**config.mk**
```make
export PLATFORM = sky130hd
export DESIGN_NAME = reg_bus_initiator
export DESIGN_NICKNAME = d
export VERILOG_FILES = /design/src/rtl/reg_bus_pkg.sv /design/src/rtl/reg_bus_initiator.sv
export SDC_FILE = /design/constraint.sdc
export NUM_CORES = 1
export LEC_CHECK = 0
export BUFFER_PORTS_ARGS = -buffer_cell sky130_fd_sc_hd__buf_2
export CAP_MARGIN = 20
export CORE_UTILIZATION = 42
export CTS_BUF_LIST = sky130_fd_sc_hd__clkbuf_16
export DETAILED_ROUTE_END_ITERATION = 10
export PLACE_DENSITY = 0.76
export SYNTH_ARGS = -nofsm -noshare
export SYNTH_HDL_FRONTEND = slang
export SYNTH_SLANG_ARGS = --single-unit
export TNS_END_PERCENT = 50
```
**constraint.sdc**
```tcl
create_clock -name mclk -period 1.55 [get_ports mclk]
set_input_delay 0.3875 -clock mclk [delete_from_list [all_inputs] [get_ports mclk]]
set_output_delay 0.3875 -clock mclk [all_outputs]
set_load 0.005 [all_outputs]
```
**src/rtl/reg_bus_pkg.sv**
```systemverilog
// Shared types and constants for the 2-phase register bus initiator.
package reg_bus_pkg;

  typedef enum logic [1:0] {
    IDLE = 2'd0,
    REQ  = 2'd1,
    RSP  = 2'd2
  } bus_state_e;

  localparam int          TMO_CYC_DEFAULT = 255;
  localparam logic [31:0] ERR_RDATA       = 32'h0000_0000;

endpackage

```
**src/rtl/reg_bus_initiator.sv**
```systemverilog
// Register bus initiator: one bus transaction per accepted command, with an
// ack timeout so a missing responder cannot hang the host.
module reg_bus_initiator
  import reg_bus_pkg::*;
#(
  parameter int AW      = 2,
  parameter int TMO_W   = 8,
  parameter int TMO_CYC = TMO_CYC_DEFAULT
) (
  input  logic          mclk,
  input  logic          h_reset_n,
  input  logic          cmd_valid,
  output logic          cmd_ready,
  input  logic          cmd_wr,
  input  logic [AW-1:0] cmd_addr,
  input  logic [31:0]   cmd_wdata,
  input  logic [3:0]    cmd_be,
  output logic          rsp_valid,
  input  logic          rsp_ready,
  output logic [31:0]   rsp_rdata,
  output logic          rsp_err,
  output logic          reg_cs,
  output logic          reg_wr,
  output logic [AW-1:0] reg_addr,
  output logic [31:0]   reg_wdata,
  output logic [3:0]    reg_be,
  input  logic [31:0]   reg_rdata,
  input  logic          reg_ack,
  output logic          busy
);

  // Handshakes: a command moves when cmd_valid & cmd_ready are both high at a
  // rising mclk edge; a response moves when rsp_valid & rsp_ready are both
  // high. Valid never drops before its transfer.

  localparam logic [TMO_W-1:0] TMO_LAST = TMO_W'(TMO_CYC - 1);

  bus_state_e       state, state_d;
  logic [TMO_W-1:0] tmo_cnt, tmo_d;
  logic             load_cmd;
  logic             tmo_hit;
  logic [31:0]      rsp_rdata_d;
  logic             rsp_err_d;

  assign tmo_hit = (TMO_CYC != 0) && (tmo_cnt == TMO_LAST);

  always_comb begin
    state_d     = state;
    tmo_d       = tmo_cnt;
    load_cmd    = 1'b0;
    rsp_rdata_d = rsp_rdata;
    rsp_err_d   = rsp_err;
    case (state)
      IDLE: begin
        if (cmd_valid && cmd_ready) begin
          load_cmd = 1'b1;
          tmo_d    = '0;
          state_d  = REQ;
        end
      end
      REQ: begin
        if (reg_ack) begin
          rsp_rdata_d = reg_wr ? ERR_RDATA : reg_rdata;
          rsp_err_d   = 1'b0;
          state_d     = RSP;
        end else if (tmo_hit) begin
          rsp_rdata_d = ERR_RDATA;
          rsp_err_d   = 1'b1;
          state_d     = RSP;
        end else begin
          tmo_d = tmo_cnt + 1'b1;
        end
      end
      RSP: begin
        if (rsp_ready) state_d = IDLE;
      end
      default: state_d = IDLE;
    endcase
  end

  // All outputs are registered from the next state; leaving REQ always passes
  // through RSP and IDLE, which keeps reg_cs low for at least two cycles.
  always_ff @(posedge mclk or negedge h_reset_n) begin
    if (!h_reset_n) begin
      state     <= IDLE;
      tmo_cnt   <= '0;
      cmd_ready <= 1'b0;
      rsp_valid <= 1'b0;
      rsp_rdata <= '0;
      rsp_err   <= 1'b0;
      reg_cs    <= 1'b0;
      reg_wr    <= 1'b0;
      reg_addr  <= '0;
      reg_wdata <= '0;
      reg_be    <= '0;
      busy      <= 1'b0;
    end else begin
      state     <= state_d;
      tmo_cnt   <= tmo_d;
      cmd_ready <= (state_d == IDLE);
      rsp_valid <= (state_d == RSP);
      reg_cs    <= (state_d == REQ);
      busy      <= (state_d != IDLE);
      rsp_rdata <= rsp_rdata_d;
      rsp_err   <= rsp_err_d;
      if (load_cmd) begin
        reg_wr    <= cmd_wr;
        reg_addr  <= cmd_addr;
        reg_wdata <= cmd_wdata;
        reg_be    <= cmd_be;
      end
    end
  end

endmodule

```
# Word-level counts from Yosys, hierarchy flattened
# Index checks and enable logic that the tools add are counted.
totals:
  word_cells: 45
  mem_bits_rw: 0
  latchBits: 0
  romBits: 0
  memories: 0
  register_bits: 86
  input_bits: 76
op_classes:
  div_mod_pow: 0
  shifts: 0
  add_sub_neg: 1
  n_lt_le_gt_ge: 0
  n_eq_ne: 8
  multipliers: 0
  mux: 16
  n_bitwise: 0
  n_reduce_logical: 8
op_table:
  columns: ["operator", "n"]
  rows:
  - ["2-to-1 mux 32 bit", 3]
  - ["2-to-1 mux 8 bit", 3]
  - ["case mux 8 bit (2 select lines)", 1]
  - ["adder 8 x 1 -> 8 bit, second input constant", 1]
  - ["equality test 8 bit, second input constant", 1]
  - ["2-to-1 mux 2 bit", 4]
  - ["!= test 2 bit, second input constant", 3]
  - ["case mux 2 bit (3 select lines)", 1]
  - ["nonzero test 2 bit", 3]
  - ["equality test 2 x 1 -> 1 bit, second input constant", 2]
  - ["equality test 2 bit, second input constant", 2]
  - ["zero test 2 bit", 2]
  - ["2-to-1 mux 1 bit", 4]
  - ["AND reduction 4 bit", 1]
  - ["AND reduction 2 bit", 1]
  - ["logical AND 1 bit", 1]

# Depth between registers and ports, before layout
# Gate-level depths: netlist of run 1.
logic_depth:
  word_depth: 5
  depth_mapped: 7
  depth_no_buf: 6

# Least setup slack after synthesis of run 1
# Ideal clock, no wire load.
synth_path:
  kind: "register -> register"
  startpoint: "register tmo_cnt[0]"
  endpoint: "register rsp_rdata[10]"
  stages_incl_launch_ff: 8
  n_path_buf: 1
  t_required_ns: 1.429
  setup_slack_ns: -0.105
  t_arrival_ns: 1.534
  period_less_slack_ns: 1.655
  cell_sequence: "dfrtp_1 > inv_1 > ha_1 > nand3_1 > nor2_1 > o21ai_2 > buf_2 > a22o_1"
synth_via:
  elab_chain_cells: 3
synth_rtl:
  columns: ["item", "line", "rtl"]
  rows:
  - ["start: declaration", "reg_bus_initiator.sv:39", "logic [TMO_W-1:0] tmo_cnt, tmo_d;"]
  - ["start signal: assignment", "reg_bus_initiator.sv:99", "tmo_cnt <= tmo_d;"]
  - ["equality test 8 bit", "reg_bus_initiator.sv:45", "assign tmo_hit = (TMO_CYC != 0) && (tmo_cnt == TMO_LAST);"]
  - ["nonzero test 2 bit (no source line)", null, null]
  - ["AND reduction 2 bit (no source line)", null, null]
  - ["end signal: assignment", "reg_bus_initiator.sv:104", "rsp_rdata <= rsp_rdata_d;"]
  - ["end: declaration", "reg_bus_initiator.sv:20", "output logic [31:0] rsp_rdata,"]
# Every way passes these cells.
# A chain may end at the register's enable or synchronous reset.

# Worst setup path in the final report of run 1
layout_path:
  startpoint: "register state[1]"
  endpoint: "register tmo_cnt[5]"
layout_via:
  elab_chain_cells: 3
layout_rtl:
  columns: ["item", "line", "rtl"]
  rows:
  - ["start: declaration", "reg_bus_initiator.sv:38", "bus_state_e state, state_d;"]
  - ["start signal: assignment", "reg_bus_initiator.sv:98", "state <= state_d;"]
  - ["equality test 2 x 1 -> 1 bit / zero test 2 bit (equally long branches)", "reg_bus_initiator.sv:53", "case (state)"]
  - ["!= test 2 bit (no source line) / nonzero test 2 bit (equally long branches)", null, null]
  - ["AND reduction 4 bit (no source line)", null, null]
# Parallel ways exist; a longest one is shown, timed or not.

==> results.json, run 1 <==
{
  "status": "complete, but fails checks",
  "violations": "setup timing",
  "switching_share_pct": 30.5,
  "start_util_pct": 44.3,
  "layout_setup_ws_ns": -0.0491,
  "finalSetupViolCount": 1,
  "muxShareOfSynthArea_pct": 0.919,
  "synthCells": 303,
  "diodes": 0,
  "ys_warn_count": 0,
  "critPathLaunchType": "register",
  "hpwl_um": 5240,
  "cp_cell_sequence": "nand4b_1, or4b_1, or4_1, o21ai_1",
  "synth-xor-area-share_pct": 0.268,
  "p_leak_uw": 0.00260,
  "cp-end-kind": "register",
  "synth_nets": 381,
  "grt_max_degree": 42,
  "slew_viol_final": 0,
  "period_needed_ns": 1.60,
  "synth-main-ff-cell": "dfrtp_1",
  "wirelength_um": 7440,
  "ir_worst_vdd_v": 0.000895,
  "grt_pass1_wl_um": 12300,
  "ys_types": 29,
  "syn_area_per_cell_sq_um": 10.8,
  "power_density_nw_per_um2": 1910,
  "fp.dieArea_sq_um": 8140,
  "clockBufferDepth": 2,
  "critPathTopFamily": "simple AND/OR/NAND/NOR gates",
  "combPwrFrac_pct": 33.1,
  "synth_seq_cells": 86,
  "slowest_delay_ns": 0.49,
  "fmax_mhz": 625,
  "power.total_uw": 8940,
  "crit_type": "register to register",
  "slew_headroom_pct": 75.4,
  "synthSimpleGateAreaFrac_pct": 19.3,
  "gp_congestion": 0.851,
  "register_area_sq_um": 2150,
  "grt_pass1_vias": 2722,
  "vias_per_cell": 4.87,
  "nets": 544,
  "drc_errors": 0,
  "num_rows": 31,
  "fin_crit_sh_pct": 103,
  "drive_gt1_share_pct": 40.2,
  "first_iter_violations": 51,
  "hold_slack_ns": 0.245,
  "port_buffers": 151,
  "fp.dieW_um": 90.2,
  "hold_class": "primary input to register",
  "async_flop_share_pct": 100,
  "p_seq_share_pct": 40.8,
  "antenna_found_initial": 0,
  "drv_cap": 0,
  "cts_max_level": 3,
  "yosysSeqAreaShare_pct": 65.8,
  "cts_num_sinks": 86,
  "synth-compound-area-share_pct": 10.5,
  "worst_pin_slew_ns": 0.364,
  "tritoncts": "built",
  "vias": 2771,
  "cp_slowest_cell": "or4b_1",
  "synth_edf_count": 0,
  "power.switching_uw": 2720,
  "grt_usage_pct": 18.9,
  "cp.arrival_ns": 1.85,
  "fin_skew_ns": 0.00810,
  "critPathMaxFanout": 2,
  "die_h_um": 90.2,
  "rsz0062_at_grt": "yes",
  "internal_power_uw": 6220,
  "multi_input_area_sq_um": 1070,
  "root_buffer": "clkbuf_16",
  "overflow": 0,
  "syn_area_sq_um": 3270,
  "coreArea_sq_um": 7370,
  "path_buf_inv": 0,
  "synth_top_family_by_area": "simple AND/OR/NAND/NOR gates",
  "synthAdderAreaFrac_pct": 0.766,
  "numCtsBuffers": 9,
  "fillers": 617,
  "critPathRequiredTime_ns": 1.80,
  "wl_per_cell_um": 13.1,
  "area_growth_pct": 43.1,
  "io_pins": 152,
  "p_clk_share_pct": 26.1,
  "hold_viol": 0,
  "clock_latency_ns": 0.33,
  "drt_pre_antenna_iters": 4,
  "clk_pin_slew_ns": 0.06,
  "antenna_left": 0
}
-- synth_stat cells, drive strengths merged, types with 2 or more instances --
master | number | share of area, %
o31ai | 3 | 0.69
mux2i | 3 | 0.92
ha | 2 | 0.77
clkbuf | 12 | 1.4
a22o | 32 | 8.6
o21ai | 4 | 0.73
buf | 5 | 0.77
dfrtp | 86 | 66
and3 | 2 | 0.38
nor4b | 2 | 0.54
a21oi | 2 | 0.31
nor2 | 7 | 0.80
nand2 | 125 | 14
inv | 2 | 0.23
nand3 | 3 | 0.46
-- power groups by stage --
stage / clock, uW / combinational [uW] / sequential (uW)
after CTS: 2380 / 2920 / 3650
after global routing: 2480 / 3320 / 3770
after detailed placement: 0 / 2920 / 3660
after global placement: 0 / 2800 / 3650
final: 2340 / 2960 / 3650
after floorplan: 0 / 1320 / 3750
-- timing repair --
item,4_1_cts,5_1_grt
hold buffers,1,0
endpoints found under the setup margin,33,75
endpoints found under the hold margin,16,0
buffers inserted,1,0
gates cloned,0,1
gates resized for setup,4,3
-- area by class of cell --
class                   instances  share of cell area [%]
inverters                       2                   0.161
repair buffers                169                    21.2
clock inverters                 6                    2.19
well taps                      99                    2.65
clock buffers                   9                    4.82
multi-input cells             198                    23.0
flip-flops and latches         86                    46.0
-- sequential cells by signal, indices dropped and copies added, names as in the netlist --
name and flops:
cmd_ready 1, reg_cs 1, reg_addr 2, tmo_cnt 8, reg_wr 1, rsp_valid 1
rsp_err 1, reg_wdata 32, rsp_rdata 32, busy 1, state 2, reg_be 4
-- worst min-delay path, cell delays in order --
cell and delay (ns):
buf_2 0.07, nand2_1 0.04, nand2_1 0.04
-- metal layers --
layer	track usage [%]	wire (um)	vias to the layer above
li1	-	-	1335
met1	24.2	3280	1319
met2	30.7	3540	109
met3	5.92	546	8
met4	6.32	77	0
met5	0	0	-
-- worst paths after layout --
kind | from | end | slack (ns) | depth (start not counted)
max | state[1] | tmo_cnt[5] | -0.05 | 4
min | cmd_wdata[11] | reg_wdata[11] | 0.24 | 3
max reg2reg | state[1] | tmo_cnt[5] | -0.05 | 4
min reg2reg | reg_wdata[11] | reg_wdata[11] | 0.47 | 2
max in group asynchronous | h_reset_n | rsp_rdata[6] | 0.55 | 3
min in group asynchronous | h_reset_n | reg_cs | 0.53 | 2
-- cell usage in the layout, fill, tap and decap left out, types with 2 or more instances in the layout --
master     instances
a22o_1            32
clkbuf_16         10
o31ai_1            3
and3_1             2
buf_2            150
bufinv_16          3
a21oi_1            2
o21ai_1            2
nor4b_1            2
buf_4             10
ha_1               2
buf_12             6
dfrtp_1           86
nor2_1             5
mux2i_1            3
inv_1              3
nand2_1          125
-- cells by family after synthesis --
logic type / after synthesis
AND/OR/NAND/NOR: 150
flip-flops: 86
AO/OA/AOI/OAI: 42
buffers and inverters: 19
multiplexers: 3
adder cells (fa/ha/maj): 2
XOR/XNOR: 1
-- per-stage QoR --
step                      TNS [ns]  util [%]  area, sq um  cells  setup WS (ns)
final                      -0.0491      63.5         4680    569        -0.0491
after CTS                  -0.0601      62.9         4640    568        -0.0601
after floorplan             -0.212         -         3270    303        -0.0580
after detailed placement     -2.07      58.0         4280    551        -0.0954
after global routing         -2.66      63.5         4680    569         -0.154
after global placement       -1.05      58.0         4280    551        -0.0484
Power figures use the tool's default switching activity.
==> run 2: changes to the inputs <==
--- a/config.mk
+++ b/config.mk
@@ -5,10 +5,12 @@
 export SDC_FILE = /design/constraint.sdc
 export NUM_CORES = 1
 export LEC_CHECK = 0
+export ABC_AREA = 1
 export BUFFER_PORTS_ARGS = -buffer_cell sky130_fd_sc_hd__buf_2
 export CAP_MARGIN = 20
-export CORE_UTILIZATION = 42
+export CORE_UTILIZATION = 43
 export CTS_BUF_LIST = sky130_fd_sc_hd__clkbuf_16
+export CTS_CLUSTER_DIAMETER = 50
 export DETAILED_ROUTE_END_ITERATION = 10
 export PLACE_DENSITY = 0.76
 export SYNTH_ARGS = -nofsm -noshare
==> run 2 against run 1 <==
Net effect:
- the run now ends clean
- first-iteration DRC count grew to 3.0 times the previous value
- die area grew 5.7%
- critical path depth grew 4
- sequential share of layout area shrank 2.2 points
- register-to-register slack better by 0.14 ns
- maximum frequency is 9.9% higher
- clock-buffer cell count stayed put
- global-route usage rose by 0.87 points
- critical path type unchanged
- largest power group unchanged
==> results.json, run 2 <==
{
  "num_rows": 32,
  "syn_area_per_cell_sq_um": 11.2,
  "clockBufferDepth": 2,
  "tritoncts": "built",
  "ys_warn_count": 0,
  "dpl_worst_slack_ns": -0.0693,
  "wl_per_cell_um": 14.8,
  "root_buffer": "clkbuf_16",
  "yosysMostFrequentCell": "dfrtp_1",
  "syn_area_sq_um": 3540,
  "grt_pass1_vias": 2858,
  "period_needed_ns": 1.46,
  "clock_latency_ns": 0.33,
  "fillers": 675,
  "fin_crit_sh_pct": 93.9,
  "final_common_cell": "buf_2",
  "hold_path_startpoint": "reg_rdata[9]",
  "nets": 558,
  "overflow": 0,
  "slew_headroom_pct": 74.8,
  "slew_viol_final": 0,
  "yosysSeqAreaShare_pct": 60.8,
  "cts_num_sinks": 86,
  "cp_cell_sequence": "inv_1, ha_1, inv_1, nor2_4, nand3_4, nand2_8, nand3_1, nand2_1",
  "synthCells": 315,
  "regToRegSetupSlack_ns": 0.09,
  "hpwl_um": 6030,
  "power.total_uw": 9320,
  "place_inst": 563,
  "start_util_pct": 45.1,
  "finalSetupViolCount": 0,
  "port_buffers": 151,
  "fp.dieW_um": 92.7,
  "r2r-start": "tmo_cnt[0]",
  "cp-end-kind": "register",
  "clk_pin_slew_ns": 0.06,
  "cp.arrival_ns": 1.72,
  "io_pins": 152,
  "worst_pin_slew_ns": 0.378,
  "fmax_mhz": 687,
  "drt_pre_antenna_iters": 4,
  "antenna_found_initial": 0,
  "finalNonFillerCells": 586,
  "drc_errors": 0,
  "numCtsBuffers": 9,
  "yosys-top-cells-count": "dfrtp_1, nand3_1, nand2_1, mux2_2, nor2_1",
  "crit_top_cell": "inv_1",
  "layout_setup_ws_ns": 0.0945,
  "vias": 2941,
  "yosys.area.top_type": "dfrtp_1",
  "drv_cap": 0,
  "fin_area_sq_um": 4910,
  "die_h_um": 92.7,
  "grt_usage_pct": 19.8,
  "fin_skew_ns": 0.0104,
  "first_iter_violations": 153,
  "top_regs": "reg_wdata x32, rsp_rdata x32, tmo_cnt x8",
  "crit_type": "register to register",
  "grt_pass1_wl_um": 13300,
  "synthTopCellsByArea": "dfrtp_1, mux2_2, nand3_1",
  "critPathMaxFanout": 16,
  "status": "finished, final reports clean",
  "diodes": 0,
  "fin_util_pct": 62.6,
  "synth_edf_count": 0,
  "fp.dieArea_sq_um": 8600,
  "rsz0062_at_grt": "no",
  "path_buf_inv": 2,
  "min_path_cells": 3,
  "area_growth_pct": 38.8,
  "hold_viol": 0,
  "critPathLaunchType": "register",
  "power_density_nw_per_um2": 1900,
  "critPathRequiredTime_ns": 1.81,
  "async_flop_share_pct": 100,
  "reg2reg_to": "rsp_rdata[29]",
  "slowest_delay_ns": 0.38,
  "gp_congestion": 0.800,
  "synth-main-ff-cell": "dfrtp_1",
  "critPathTopFamily": "simple AND/OR/NAND/NOR gates",
  "p_leak_uw": 0.00261,
  "synth_top_area_share_pct": 60.8,
  "coreArea_sq_um": 7850,
  "cts_max_level": 3,
  "final_cell_mix": "buf_2, dfrtp_1, nand3_1",
  "ir_worst_vdd_v": 0.00104,
  "hold_class": "primary input to register",
  "whs_endpoint": "rsp_rdata[9]",
  "cp_slowest_cell": "dfrtp_1",
  "synth_seq_cells": 86,
  "antenna_left": 0,
  "wirelength_um": 8670,
  "ys_types": 23,
  "post_dp_cell_area_sq_um": 4470,
  "vias_per_cell": 5.02,
  "synth_nets": 393,
  "r2r_cells": 8,
  "drive_gt1_share_pct": 49.2,
  "grt_max_degree": 34
}
-- run 2: cell count changes after synthesis, moves of 4 or more --
cell	change
o21ai_1	+5
inv_1	+5
nand3_1	+71
nand2_1	-67
a22o_1	-32
clkbuf_1	-6
nand2_2	+4
mux2_2	+39
-- run 2: layout make-up --
cell class	count	area, sq um	area share, %
clock buffers	9	225	4.58
clock inverters	6	62.6	1.27
inverters	9	33.8	0.688
multi-input cells	206	1340	27.3
flip-flops and latches	86	2150	43.8
well taps	102	128	2.60
repair buffers	168	971	19.8
-- run 2: logic make-up (layout without fill, tap and decap cells) --
| kind of cell | after synthesis | after routing | share of synthesized area [%] |
|---|---|---|---|
| DFF | 86 | 86 | 60.8 |
| adders and majority gates | 2 | 2 | 0.707 |
| xor gates and xnor gates | 3 | 3 | 0.742 |
| and+or+nand+nor | 152 | 155 | 20.5 |
| muxes | 39 | 39 | 12.4 |
| AOI/OAI and AO/OA | 7 | 7 | 1.13 |
| buffers and inverters | 26 | 192 | 3.75 |
-- run 2: worst min-delay path, stage by stage --
cell     delay (ns)
buf_2          0.08
nand3_1        0.06
nand2_1        0.05
-- run 2: power by group --
group	total (uW)	switching [uW]	internal (uW)	leakage [uW]
combinational	3410	1630	1780	0.00139
sequential	3830	533	3290	0.00109
clock	2080	846	1240	0.000141
-- run 2: how the worst max path moves through the flow --
stage,from,endpoint,slack [ns],cells past startpoint
2_1_floorplan,tmo_cnt[0],rsp_rdata[3],0.14,8
3_3_place_gp,tmo_cnt[0],rsp_rdata[0],0.05,8
3_5_place_dp,tmo_cnt[0],rsp_rdata[21],-0.07,8
4_1_cts,tmo_cnt[0],rsp_rdata[21],0.03,8
5_1_grt,tmo_cnt[0],busy,0.002,9
6_report,tmo_cnt[0],rsp_rdata[29],0.09,8
-- run 2: metal layers --
| layer | up-vias | global-route usage [%] | routed length, um |
|---|---|---|---|
| met2 | 134 | 33.3 | 4290 |
| li1 | 1399 | - | - |
| met3 | 14 | 4.52 | 605 |
| met5 | - | 0 | 0 |
| met4 | 0 | 6.92 | 165 |
| met1 | 1394 | 25.2 | 3610 |
-- run 2: per-stage QoR --
| step | hold WS (ns) | TNS (ns) |
|---|---|---|
| 3_3_place_gp | 0.335 | 0 |
| 2_1_floorplan | 0.0919 | 0 |
| 5_1_grt | 0.276 | 0 |
| 3_5_place_dp | 0.336 | -0.672 |
| 6_report | 0.281 | 0 |
| 4_1_cts | 0.269 | 0 |
-- run 2: timing repair --
action,in CTS,in global routing
setup endpoints to repair,32,41
endpoints found under the hold margin,24,0
hold buffers,1,0
buffers inserted,0,3
gates resized for setup,1,11
gates cloned,0,4
pin swaps,0,3
==> run 3: changes to the inputs <==
==> constraint.sdc (replaced) <==
create_clock -name mclk -period 1.55 [get_ports mclk]
set_input_delay 0.31 -clock mclk [delete_from_list [all_inputs] [get_ports mclk]]
set_output_delay 0.31 -clock mclk [all_outputs]
set_load 0.005 [all_outputs]
==> run 3 against run 2 <==
Net effect:
- total power shrank 0.15%
- non-clock buffer count shrank 5
- setup slack gained 0.041 ns
- largest cell class unchanged
- routed wire length shrank 6.8%
- sequential power is essentially flat
==> results.json, run 3 (same netlist as run 2, synthesis figures left out) <==
{
  "status": "finished, final reports clean",
  "gp_congestion": 0.837,
  "ir_worst_vdd_v": 0.000806,
  "area_growth_pct": 35.5,
  "worst_pin_slew_ns": 0.385,
  "slew_headroom_pct": 74.3,
  "finalNonFillerCells": 578,
  "hold_viol": 0,
  "drv_cap": 0,
  "layout_setup_ws_ns": 0.136,
  "power.total_uw": 9300,
  "drt_pre_antenna_iters": 4,
  "drive_gt1_share_pct": 48.3,
  "r2r_cells": 8,
  "fin_area_sq_um": 4800,
  "fp.dieW_um": 92.7,
  "antenna_left": 0,
  "critPathMaxFanout": 33,
  "rsz0062_at_grt": "no",
  "first_iter_violations": 181,
  "whs_endpoint": "rsp_rdata[11]",
  "cp.arrival_ns": 1.68,
  "hpwl_um": 5890,
  "final_cell_mix": "buf_2, dfrtp_1, nand3_1",
  "nets": 550,
  "dpl_worst_slack_ns": -0.0381,
  "r2r-start": "tmo_cnt[0]",
  "final_common_cell": "buf_2",
  "top_regs": "reg_wdata x32, rsp_rdata x32, tmo_cnt x8",
  "p_leak_uw": 0.00256,
  "wirelength_um": 8080,
  "grt_max_degree": 37,
  "critPathRequiredTime_ns": 1.82,
  "hold_slack_ns": 0.205,
  "reg2reg_to": "rsp_rdata[12]",
  "coreArea_sq_um": 7850,
  "critPathLaunchType": "register",
  "slew_viol_final": 0,
  "clockBufferDepth": 2,
  "die_h_um": 92.7,
  "period_needed_ns": 1.41,
  "tritoncts": "built",
  "crit_type": "register to register",
  "fp.dieArea_sq_um": 8600,
  "finalSetupViolCount": 0,
  "grt_pass1_vias": 2843,
  "port_buffers": 151,
  "grt_pass1_wl_um": 13000,
  "hold_path_startpoint": "reg_rdata[11]",
  "numCtsBuffers": 9,
  "io_pins": 152,
  "fmax_mhz": 707,
  "overflow": 0,
  "drc_errors": 0,
  "postCtsSetupBuffers": 0,
  "clock_latency_ns": 0.33,
  "fin_crit_sh_pct": 91.2,
  "min_path_cells": 3,
  "cp-end-kind": "register",
  "grt_usage_pct": 19.5,
  "post_dp_cell_area_sq_um": 4450,
  "antenna_found_initial": 0,
  "num_rows": 32,
  "fillers": 641,
  "hold_class": "primary input to register",
  "wl_per_cell_um": 14.0,
  "cts_max_level": 3,
  "vias_per_cell": 5.04,
  "diodes": 0,
  "vias": 2913,
  "power_density_nw_per_um2": 1940,
  "fin_skew_ns": 0.00655,
  "place_inst": 562,
  "cts_num_sinks": 86,
  "regToRegSetupSlack_ns": 0.14,
  "clk_pin_slew_ns": 0.06,
  "start_util_pct": 45.1,
  "root_buffer": "clkbuf_16"
}
run 3: worst max path at each step:
stage               startpoint             to  slack, ns
floorplan           tmo_cnt[0]   rsp_rdata[3]       0.14
global placement    tmo_cnt[0]  rsp_rdata[29]       0.06
detailed placement  tmo_cnt[0]  rsp_rdata[12]      -0.04
CTS                 tmo_cnt[0]  rsp_rdata[16]       0.07
global route        tmo_cnt[0]   rsp_rdata[8]       0.01
finish              tmo_cnt[0]  rsp_rdata[12]       0.14
run 3: area by class of cell:
cell class | count | area (sq um) | share of cell area (%)
timing repair buffer | 163 | 892 | 18.6
multi-input combinational | 203 | 1280 | 26.6
clock buffer | 9 | 225 | 4.69
clock inverter | 6 | 88.8 | 1.85
tap | 102 | 128 | 2.66
inverter | 9 | 33.8 | 0.704
sequential | 86 | 2150 | 44.9
run 3: stage by stage:
stage / setup TNS [ns] / util, %
after floorplan: 0 / -
after global placement: 0 / 56.7
after detailed placement: -0.361 / 56.7
after CTS: 0 / 61.0
after global routing: 0 / 61.1
final: 0 / 61.1
run 3: power by group:
| group | internal (uW) | switching [uW] |
|---|---|---|
| clock network | 1400 | 832 |
| registers | 3290 | 531 |
| logic | 1690 | 1550 |
run 3: what timing repair did:
item / CTS / global route
hold buffers: 1 / 0
hold endpoints to repair: 25 / 0
resized for setup: 2 / 2
pin swaps: 0 / 0
setup endpoints to repair: 32 / 24
run 3: worst max-delay path, cell delays in order (launching register included):
cell and delay [ns]:
dfrtp_1 0.38, inv_1 0.09, ha_1 0.15, inv_1 0.06, nor2_4 0.14, nand3_4 0.14, nand2_8 0.20, nand3_1 0.11
nand2_1 0.08
run 3: routing by layer:
metal,vias up,GRT usage [%],part of all wire (%)
met4,0,7.82,0.80
li1,1379,-,-
met2,122,33.3,51
met1,1406,23.8,42
met5,-,0,0
met3,6,4.60,5.7
